### config.mk
export PLATFORM = sky130hd
export DESIGN_NAME = cpu_debug_ctrl_flat
export DESIGN_NICKNAME = d
export VERILOG_FILES = /design/src/rtl/cpu_debug_ctrl_if.sv /design/src/rtl/cpu_debug_ctrl.sv /design/src/flat_wrapper.sv
export SDC_FILE = /design/constraint.sdc
export NUM_CORES = 1
export LEC_CHECK = 0
export BUFFER_PORTS_ARGS = -buffer_cell sky130_fd_sc_hd__buf_2
export CORE_UTILIZATION = 45
export DETAILED_ROUTE_END_ITERATION = 6
export PLACE_DENSITY = 0.83
export SETUP_SLACK_MARGIN = 0.02
export SYNTH_ARGS = -nofsm -noshare
export SYNTH_HDL_FRONTEND = slang
export SYNTH_SLANG_ARGS = --single-unit
### constraint.sdc
create_clock -name clk_in -period 3.5 [get_ports clk_in]
set_input_delay 1.05 -clock clk_in [delete_from_list [all_inputs] [get_ports clk_in]]
set_output_delay 1.05 -clock clk_in [all_outputs]
set_load 0.05 [all_outputs]
### src/rtl/cpu_debug_ctrl_if.sv
// Debug state-dump stream: one word per accepted valid/ready beat, last word flagged.
// The master drives the words; the slave supplies ready.
interface cpu_debug_ctrl_if #(
  parameter int DATA_W = 32
) ();
  logic              out_valid;
  logic              out_ready;
  logic [DATA_W-1:0] out_data;
  logic              out_last;

  modport master (output out_valid, output out_data, output out_last, input out_ready);
  modport slave  (input out_valid, input out_data, input out_last, output out_ready);
endinterface

### src/rtl/cpu_debug_ctrl.sv
// Run-control and state-dump sequencer for the single-cycle CPU: gates execution with a
// clock-enable (run/halt/step/breakpoint) and streams pc, inst and the register file while halted.
module cpu_debug_ctrl #(
  parameter int REG_NUM   = 32,
  parameter int ADDR_W    = 5,
  parameter int DATA_W    = 32,
  parameter bit START_RUN = 1'b1
) (
  input  logic              clk_in,
  input  logic              reset,
  input  logic              cmd_run,
  input  logic              cmd_halt,
  input  logic              cmd_step,
  input  logic              cmd_dump,
  input  logic              bp_valid,
  input  logic [DATA_W-1:0] bp_addr,
  input  logic [DATA_W-1:0] pc,
  input  logic [DATA_W-1:0] inst,
  output logic              cpu_ena,
  output logic [ADDR_W-1:0] dbg_raddr,
  input  logic [DATA_W-1:0] dbg_rdata,
  cpu_debug_ctrl_if.master  stream,
  output logic              halted,
  output logic [31:0]       cycle_cnt
);

  typedef enum logic [1:0] {
    ST_HALT,
    ST_RUN,
    ST_STEP,
    ST_DUMP
  } state_t;

  localparam int               IDX_W       = $clog2(REG_NUM + 2);
  localparam logic [IDX_W-1:0] LAST_IDX    = IDX_W'(REG_NUM + 1);
  localparam state_t           RESET_STATE = START_RUN ? ST_RUN : ST_HALT;

  state_t           state;
  logic [IDX_W-1:0] idx;
  logic [IDX_W-1:0] reg_idx;
  logic             bp_skip;
  logic             bp_hit;

  // The enable must drop in the very cycle of a hit or halt so the instruction is not retired.
  // NOTE: every always_comb output gets a default first so no path can infer a latch.
  always_comb begin
    bp_hit  = 1'b0;
    cpu_ena = 1'b0;
    if (state == ST_RUN) begin
      bp_hit  = bp_valid && (pc == bp_addr) && !bp_skip;
      cpu_ena = !bp_hit && !cmd_halt;
    end else if (state == ST_STEP) begin
      cpu_ena = 1'b1;
    end
  end

  // Stream words are a pure decode of idx; pc, inst and the regfile are frozen during DUMP,
  // so the word holds steady under backpressure without an extra register stage.
  always_comb begin
    reg_idx          = idx - IDX_W'(2);
    dbg_raddr        = '0;
    stream.out_valid = 1'b0;
    stream.out_last  = 1'b0;
    stream.out_data  = '0;
    if (state == ST_DUMP) begin
      stream.out_valid = 1'b1;
      stream.out_last  = (idx == LAST_IDX);
      if (idx == IDX_W'(0)) begin
        stream.out_data = pc;
      end else if (idx == IDX_W'(1)) begin
        stream.out_data = inst;
      end else begin
        dbg_raddr       = ADDR_W'(reg_idx);
        stream.out_data = dbg_rdata;
      end
    end
  end

  assign halted = (state == ST_HALT);

  // NOTE: sequential state uses non-blocking assignments so every register samples pre-edge values.
  always_ff @(posedge clk_in or negedge reset) begin
    if (!reset) begin
      state     <= RESET_STATE;
      idx       <= '0;
      bp_skip   <= 1'b0;
      cycle_cnt <= '0;
    end else begin
      if (cpu_ena) begin
        cycle_cnt <= cycle_cnt + 32'd1;
        bp_skip   <= 1'b0;
      end

      unique case (state)
        ST_HALT: begin
          // halt > step > run > dump; a halt while halted simply stays put.
          if (cmd_halt) begin
            state <= ST_HALT;
          end else if (cmd_step) begin
            state   <= ST_STEP;
            bp_skip <= 1'b1;
          end else if (cmd_run) begin
            state   <= ST_RUN;
            bp_skip <= 1'b1;
          end else if (cmd_dump) begin
            state <= ST_DUMP;
            idx   <= '0;
          end
        end
        ST_RUN: begin
          if (cmd_halt || bp_hit) begin
            state <= ST_HALT;
          end
        end
        ST_STEP: begin
          state <= ST_HALT;
        end
        ST_DUMP: begin
          if (stream.out_ready) begin
            if (idx == LAST_IDX) begin
              state <= ST_HALT;
              idx   <= '0;
            end else begin
              idx <= idx + IDX_W'(1);
            end
          end
        end
        default: state <= RESET_STATE;
      endcase
    end
  end

endmodule

### src/flat_wrapper.sv
// flat-port wrapper written by rule: the top's interface ports become plain ports
module cpu_debug_ctrl_flat 
#(
  parameter int REG_NUM   = 32,
  parameter int ADDR_W    = 5,
  parameter int DATA_W    = 32,
  parameter bit START_RUN = 1'b1
)
  (clk_in, reset, cmd_run, cmd_halt, cmd_step, cmd_dump, bp_valid, bp_addr, pc, inst, cpu_ena, dbg_raddr, dbg_rdata, halted, cycle_cnt, stream_out_valid, stream_out_data, stream_out_last, stream_out_ready);
  cpu_debug_ctrl_if #(.DATA_W(DATA_W)) stream_i ();
  input  logic clk_in;
  input  logic reset;
  input  logic cmd_run;
  input  logic cmd_halt;
  input  logic cmd_step;
  input  logic cmd_dump;
  input  logic bp_valid;
  input  logic [DATA_W-1:0] bp_addr;
  input  logic [DATA_W-1:0] pc;
  input  logic [DATA_W-1:0] inst;
  output logic cpu_ena;
  output logic [ADDR_W-1:0] dbg_raddr;
  input  logic [DATA_W-1:0] dbg_rdata;
  output logic halted;
  output logic [31:0] cycle_cnt;
  output wire logic [$bits(stream_i.out_valid)-1:0] stream_out_valid;
  output wire logic [$bits(stream_i.out_data)-1:0] stream_out_data;
  output wire logic [$bits(stream_i.out_last)-1:0] stream_out_last;
  input wire logic [$bits(stream_i.out_ready)-1:0] stream_out_ready;
  assign stream_out_valid = stream_i.out_valid;
  assign stream_out_data = stream_i.out_data;
  assign stream_out_last = stream_i.out_last;
  assign stream_i.out_ready = stream_out_ready;
  cpu_debug_ctrl #(.REG_NUM(REG_NUM), .ADDR_W(ADDR_W), .DATA_W(DATA_W), .START_RUN(START_RUN)) u_core (.clk_in(clk_in), .reset(reset), .cmd_run(cmd_run), .cmd_halt(cmd_halt), .cmd_step(cmd_step), .cmd_dump(cmd_dump), .bp_valid(bp_valid), .bp_addr(bp_addr), .pc(pc), .inst(inst), .cpu_ena(cpu_ena), .dbg_raddr(dbg_raddr), .dbg_rdata(dbg_rdata), .stream(stream_i), .halted(halted), .cycle_cnt(cycle_cnt));
endmodule
==> results of run 1 <==
cell families after synthesis:
kind of cell               count (synthesis)  share of synthesized area [%]
muxes                                     33                          9.447
DFF                                       41                          29.27
and+or+nand+nor                          119                          17.18
buffers and inverters                     41                          5.348
adders and majority gates                  6                          2.139
AOI/OAI and AO/OA                         89                          21.64
xor gates and xnor gates                  60                          14.97
layout make-up:
cell class                 instances  area (um^2)
inverter                          17        63.81
timing repair buffer             218         1172
sequential                        41         1027
multi-input combinational        307         2492
tap                               99        123.9
fill                             624         2446
antenna                            1        2.502
clock buffer                       8        80.08
sequential cells by signal, indices dropped and copies added, names as in the netlist:
register / count
u_core.state: 2
u_core.bp_skip: 1
u_core.idx: 6
u_core.cycle_cnt: 32
power groups by stage:
stage	Clock (mW)	Combinational, mW	Sequential (mW)
floorplan	0	1.35	0.746
global placement	0	1.87	0.650
detailed placement	0	1.92	0.654
CTS	0.306	1.93	0.647
global route	0.324	2.10	0.665
finish	0.297	1.98	0.650
repair_timing:
item | 4_1_cts | 5_1_grt
pin swaps | 0 | 3
hold endpoints to repair | 0 | 0
resized for setup | 3 | 17
endpoints found under the setup margin | 2 | 25
hold buffers | 0 | 0
per-layer routing:
layer	track usage, %	share of wire, %	vias to the layer above
met4	12.63	3.9	0
met2	49.55	51	167
met1	32.04	39	1817
met3	4.461	5.5	33
met5	0	0	-
li1	-	-	1813
cell usage in the layout (no fill, tap or decap), types with 2 or more instances in the layout:
| cell | netlist | routed |
|---|---|---|
| xor2_1 | 38 | 38 |
| a2111oi_4 | 4 | 4 |
| ha_1 | 6 | 6 |
| nand4_1 | 11 | 11 |
| o31ai_1 | 2 | 2 |
| nor4_1 | 4 | 3 |
| nor2_1 | 48 | 48 |
| o21ai_0 | 9 | 9 |
| nand2_4 | 0 | 2 |
| clkbuf_1 | 15 | 3 |
| buf_12 | 0 | 2 |
| xnor2_1 | 22 | 21 |
| buf_4 | 1 | 11 |
| dfrtp_1 | 40 | 40 |
| mux2i_1 | 32 | 32 |
| o22ai_1 | 2 | 2 |
| and3_1 | 2 | 2 |
| a2111oi_2 | 7 | 7 |
| and4_4 | 3 | 3 |
| inv_1 | 17 | 17 |
| nand2_1 | 19 | 17 |
| or3_1 | 3 | 3 |
| a21oi_1 | 14 | 14 |
| clkbuf_4 | 0 | 3 |
| nor3_1 | 3 | 3 |
| clkbuf_8 | 0 | 5 |
| a211oi_2 | 0 | 29 |
| nand3_1 | 16 | 16 |
| a211oi_1 | 41 | 12 |
| buf_2 | 6 | 200 |
final timing paths:
kind / startpoint / to / slack [ps]
hold / removal: u_core.cycle_cnt[31] / u_core.cycle_cnt[31] / 470
setup reg to reg: u_core.bp_skip / u_core.cycle_cnt[2] / 1420
hold reg to reg: u_core.cycle_cnt[31] / u_core.cycle_cnt[31] / 470
setup / recovery: u_core.idx[4] / stream_out_data[3] / 50
min in group asynchronous: reset / u_core.cycle_cnt[31] / 890
max in group asynchronous: reset / u_core.cycle_cnt[8] / 2030
worst max-delay path, delay by kind of cell, from the launching register on:
| family | cells | cell delay, ps |
|---|---|---|
| buffers and inverters | 2 | 540 |
| muxes | 1 | 140 |
| DFF | 1 | 480 |
| AOI/OAI and AO/OA | 1 | 250 |
| and+or+nand+nor | 2 | 680 |
metrics by stage:
step	power [mW]	cell area [um^2]	worst slack, ps	hold slack (ps)
floorplan	2.096	3655	-82.49	465.4
global placement	2.521	4801	-36.18	454.0
detailed placement	2.574	4801	-33.71	459.2
CTS	2.886	4900	0.6148	476.5
global route	3.085	4962	-41.41	480.1
finish	2.922	4962	46.73	474.7
==> metrics.csv, run 1 <==
metric;value;unit
grt_max_degree;66;
synthDistinctLibCells;49;
drv_cap;0;
drt_iter0_drc;157;
swShare;55.32;%
ys_ff_latch;41;
overflow;0;
yosysWarningCount;0;
hold_viol_final;0;
vdd_drop_max;0.4651;mV
power.internal;1.306;mW
yosys.area.top_type_share;28.52;%
setup_viol;0;
post_cts_buffers;0;
clock_path_buffers;2;
viasPerCell;5.543;
crit_slowest_cell;dfrtp_1;
end_kind;output port;
syn_nets;531;
seq_area_frac_synth;29.27;%
numCtsBuffers;5;
power.net_switching;1.616;mW
syn2layout_area_growth;41.39;%
synthTopCellsByCount;nor2_1 (48), a211oi_1 (41), dfrtp_1 (40);
grt_use_total;27.59;%
cts_sinks;41;
synth_edf_count;0;
die_width;90.31;um
synth_flop_cell;dfrtp_1;
postRouteAntennaNets;0;
seqPwrFrac;22.2;%
root_buffer;clkbuf_8;
hpwl;9160;um
cp-start-kind;register;
drc;0;
drive_above_1_share;47.55;%
fin_skew;9.075;ps
setup-tns-final;0;ps
rows;31;
tightestPinTransition;920.3;ps
pwr-share-clk;10.2;%
yosysTopAreaCell;dfrtp_1;
post-route-period-util;98.66;%
vias;3830;
tritoncts;yes;
gp_congestion;0.9431;
reg2reg_depth;6;
worstSetupPathType;reg -> out;
status;complete, no violations;
syn_area;3510;um^2
port_buffers;208;
fmax;0.2896;GHz
crit_path_max_incr_delay;480;ps
worstSkewPairLatency;290;ps
crit_arrival;2400;ps
clk_pin_slew;80;ps
fin_nets;732;
crit_fanout;20;
placed_cells;682;
synthTopCellsByArea;dfrtp_1 (29%), xor2_1 (9.5%), mux2i_1 (9.1%), a211oi_1 (8.8%), xnor2_1 (5.5%);
wl_per_cell;17.05;um
synth.most_common_cell;nor2_1;
power.share.combinational;67.6;%
dr.pass1.iters;4;
h-tree-depth;2;
power_density;588.9;nW/um^2
dieArea;8156;um^2
coreArea;7408;um^2
utilization;66.98;%
die_height;90.31;um
p_leak;2.627;nW
hp-class;reg -> reg;
maxSlewHeadroom;38.65;%
synthArstFlopShare;100.0;%
holdPathStages;1;
slew_violations;0;
antenna_found_initial;1;
routed_wl;11780;um
postSynthCellCount;389;
fin_crit;3453;ps
crit_chain;nor3_1 > nand2_4 > buf_12 > mux2i_1 > a211oi_2 > buf_2;
grt_pass1_wl;18130;um
ios;209;
avgSynthCellArea;9.022;um^2
start_util;47.37;%
cp_data_required_time;2450;ps
layout.cells.non_filler;691;
grt_pass1_vias;3733;
(Power assumes the default switching activity.)
==> inputs of run 2 (changes only) <==
- CTS_BUF_LIST: unset -> sky130_fd_sc_hd__clkbuf_8
==> metrics.csv, run 2 (synthesis results as in run 1) <==
metric;value;unit
status;complete, no violations;
dr.pass1.iters;4;
dieArea;8156;um^2
use_met2;49.55;%
port_buffers;208;
coreArea;7408;um^2
vdd_drop_max;0.4652;mV
setup_viol;0;
r2r-end;u_core.cycle_cnt[2];
cp-start-kind;register;
largest_reg_flops;32;
worstSetupPathType;reg -> out;
reg2reg_depth;6;
drv_cap;0;
end_kind;output port;
hp-class;reg -> reg;
cp_data_required_time;2450;ps
antenna_found_initial;1;
startpoint;u_core.idx[4];
hold_viol_final;0;
die_width;90.31;um
viasPerCell;5.541;
fin_nets;732;
numCtsBuffers;5;
final_cell_mix;buf_2 (200), nor2_1 (48), dfrtp_1 (40);
utilization;66.98;%
regMostFlops;u_core.cycle_cnt;
r2r_slack;1420;ps
fmax;0.2896;GHz
postRouteAntennaNets;0;
holdPathStages;1;
worstHoldEndpoint;u_core.cycle_cnt[31];
reg2reg_from;u_core.bp_skip;
crit_arrival;2400;ps
reg.largest.list;u_core.cycle_cnt x32, u_core.idx x6, u_core.state x2;
hpwl;9160;um
clock_path_buffers;2;
power_density;587.2;nW/um^2
power;2.914;mW
wl_per_cell;17.05;um
layout.cells.non_filler;691;
grt_pass1_wl;18130;um
die_height;90.31;um
start_util;47.37;%
drt_iter0_drc;157;
post-route-period-util;98.67;%
fin_skew;9.053;ps
worstSkewPairLatency;290;ps
routed_wl;11780;um
syn2layout_area_growth;41.39;%
met3_usage;4.461;%
slew_violations;0;
rows;31;
grt_use_total;27.59;%
tritoncts;yes;
hold_path_startpoint;u_core.cycle_cnt[31];
root_buffer;clkbuf_8;
drc;0;
placed_cells;682;
use_met1;32.04;%
grt_max_degree;66;
cts_hold_buf;0;
post_cts_buffers;0;
fin_crit;3454;ps
cts_sinks;41;
grt_pass1_vias;3733;
setup-tns-final;0;ps
drive_above_1_share;47.55;%
h-tree-depth;2;
crit_fanout;20;
vias;3829;
clk_pin_slew;80;ps
maxSlewHeadroom;38.61;%
ios;209;
gp_congestion;0.9431;
p_leak;2.639;nW
tightestPinTransition;920.8;ps
grt-busiest-layer;met2;
overflow;0;
final_common_cell;buf_2;
[run 2: cell count changes in the layout (fill, tap and decap cells not counted)]
cell      change
clkbuf_1      -3
inv_1         +3
[run 2: final cells by class]
class | instances | area, um^2
Inverter | 17 | 63.81
Antenna cell | 1 | 2.502
Tap cell | 99 | 123.9
Timing Repair Buffer | 218 | 1172
Multi-Input combinational cell | 307 | 2492
Clock inverter | 3 | 11.26
Clock buffer | 5 | 68.82
Fill cell | 624 | 2446
Sequential cell | 41 | 1027
[run 2: timing repair]
item | 4_1_cts | 5_1_grt
pin swaps | 0 | 3
gates resized for setup | 3 | 17
setup endpoints to repair | 2 | 25
[run 2: how the worst max path moves through the flow]
stage | to | cells after the start | slack, ps
5_1_grt | stream_out_data[3] | 8 | -40
4_1_cts | cpu_ena | 8 | 0.6
2_1_floorplan | stream_out_data[1] | 6 | -80
6_report | stream_out_data[3] | 6 | 50
3_5_place_dp | cpu_ena | 8 | -30
3_3_place_gp | cpu_ena | 8 | -40
[run 2: layer usage]
layer,wire length [um],share of wire (%)
met1,4645,39
met2,6024,51
met3,653,5.5
met4,459,3.9
met5,0,0
[run 2: where the power goes]
part | total, mW | internal, mW | switching (mW)
sequential | 0.650 | 0.544 | 0.106
combinational | 1.98 | 0.620 | 1.36
clock | 0.289 | 0.133 | 0.156
total | 2.91 | 1.30 | 1.62
[run 2: critical path, cell delays in order, from the launching register on]
cell	delay (ps)
dfrtp_1	480
nor3_1	450
nand2_4	230
buf_12	230
mux2i_1	140
a211oi_2	250
buf_2	310
[run 2: per-stage QoR]
step                setup slack (ps)  cell area (um^2)  hold WS [ps]
finish                         46.40              4962         474.7
detailed placement            -33.71              4801         459.2
floorplan                     -82.49              3655         465.4
global route                  -41.99              4962         480.2
global placement              -36.18              4801         454.0
CTS                           0.6148              4900         476.5
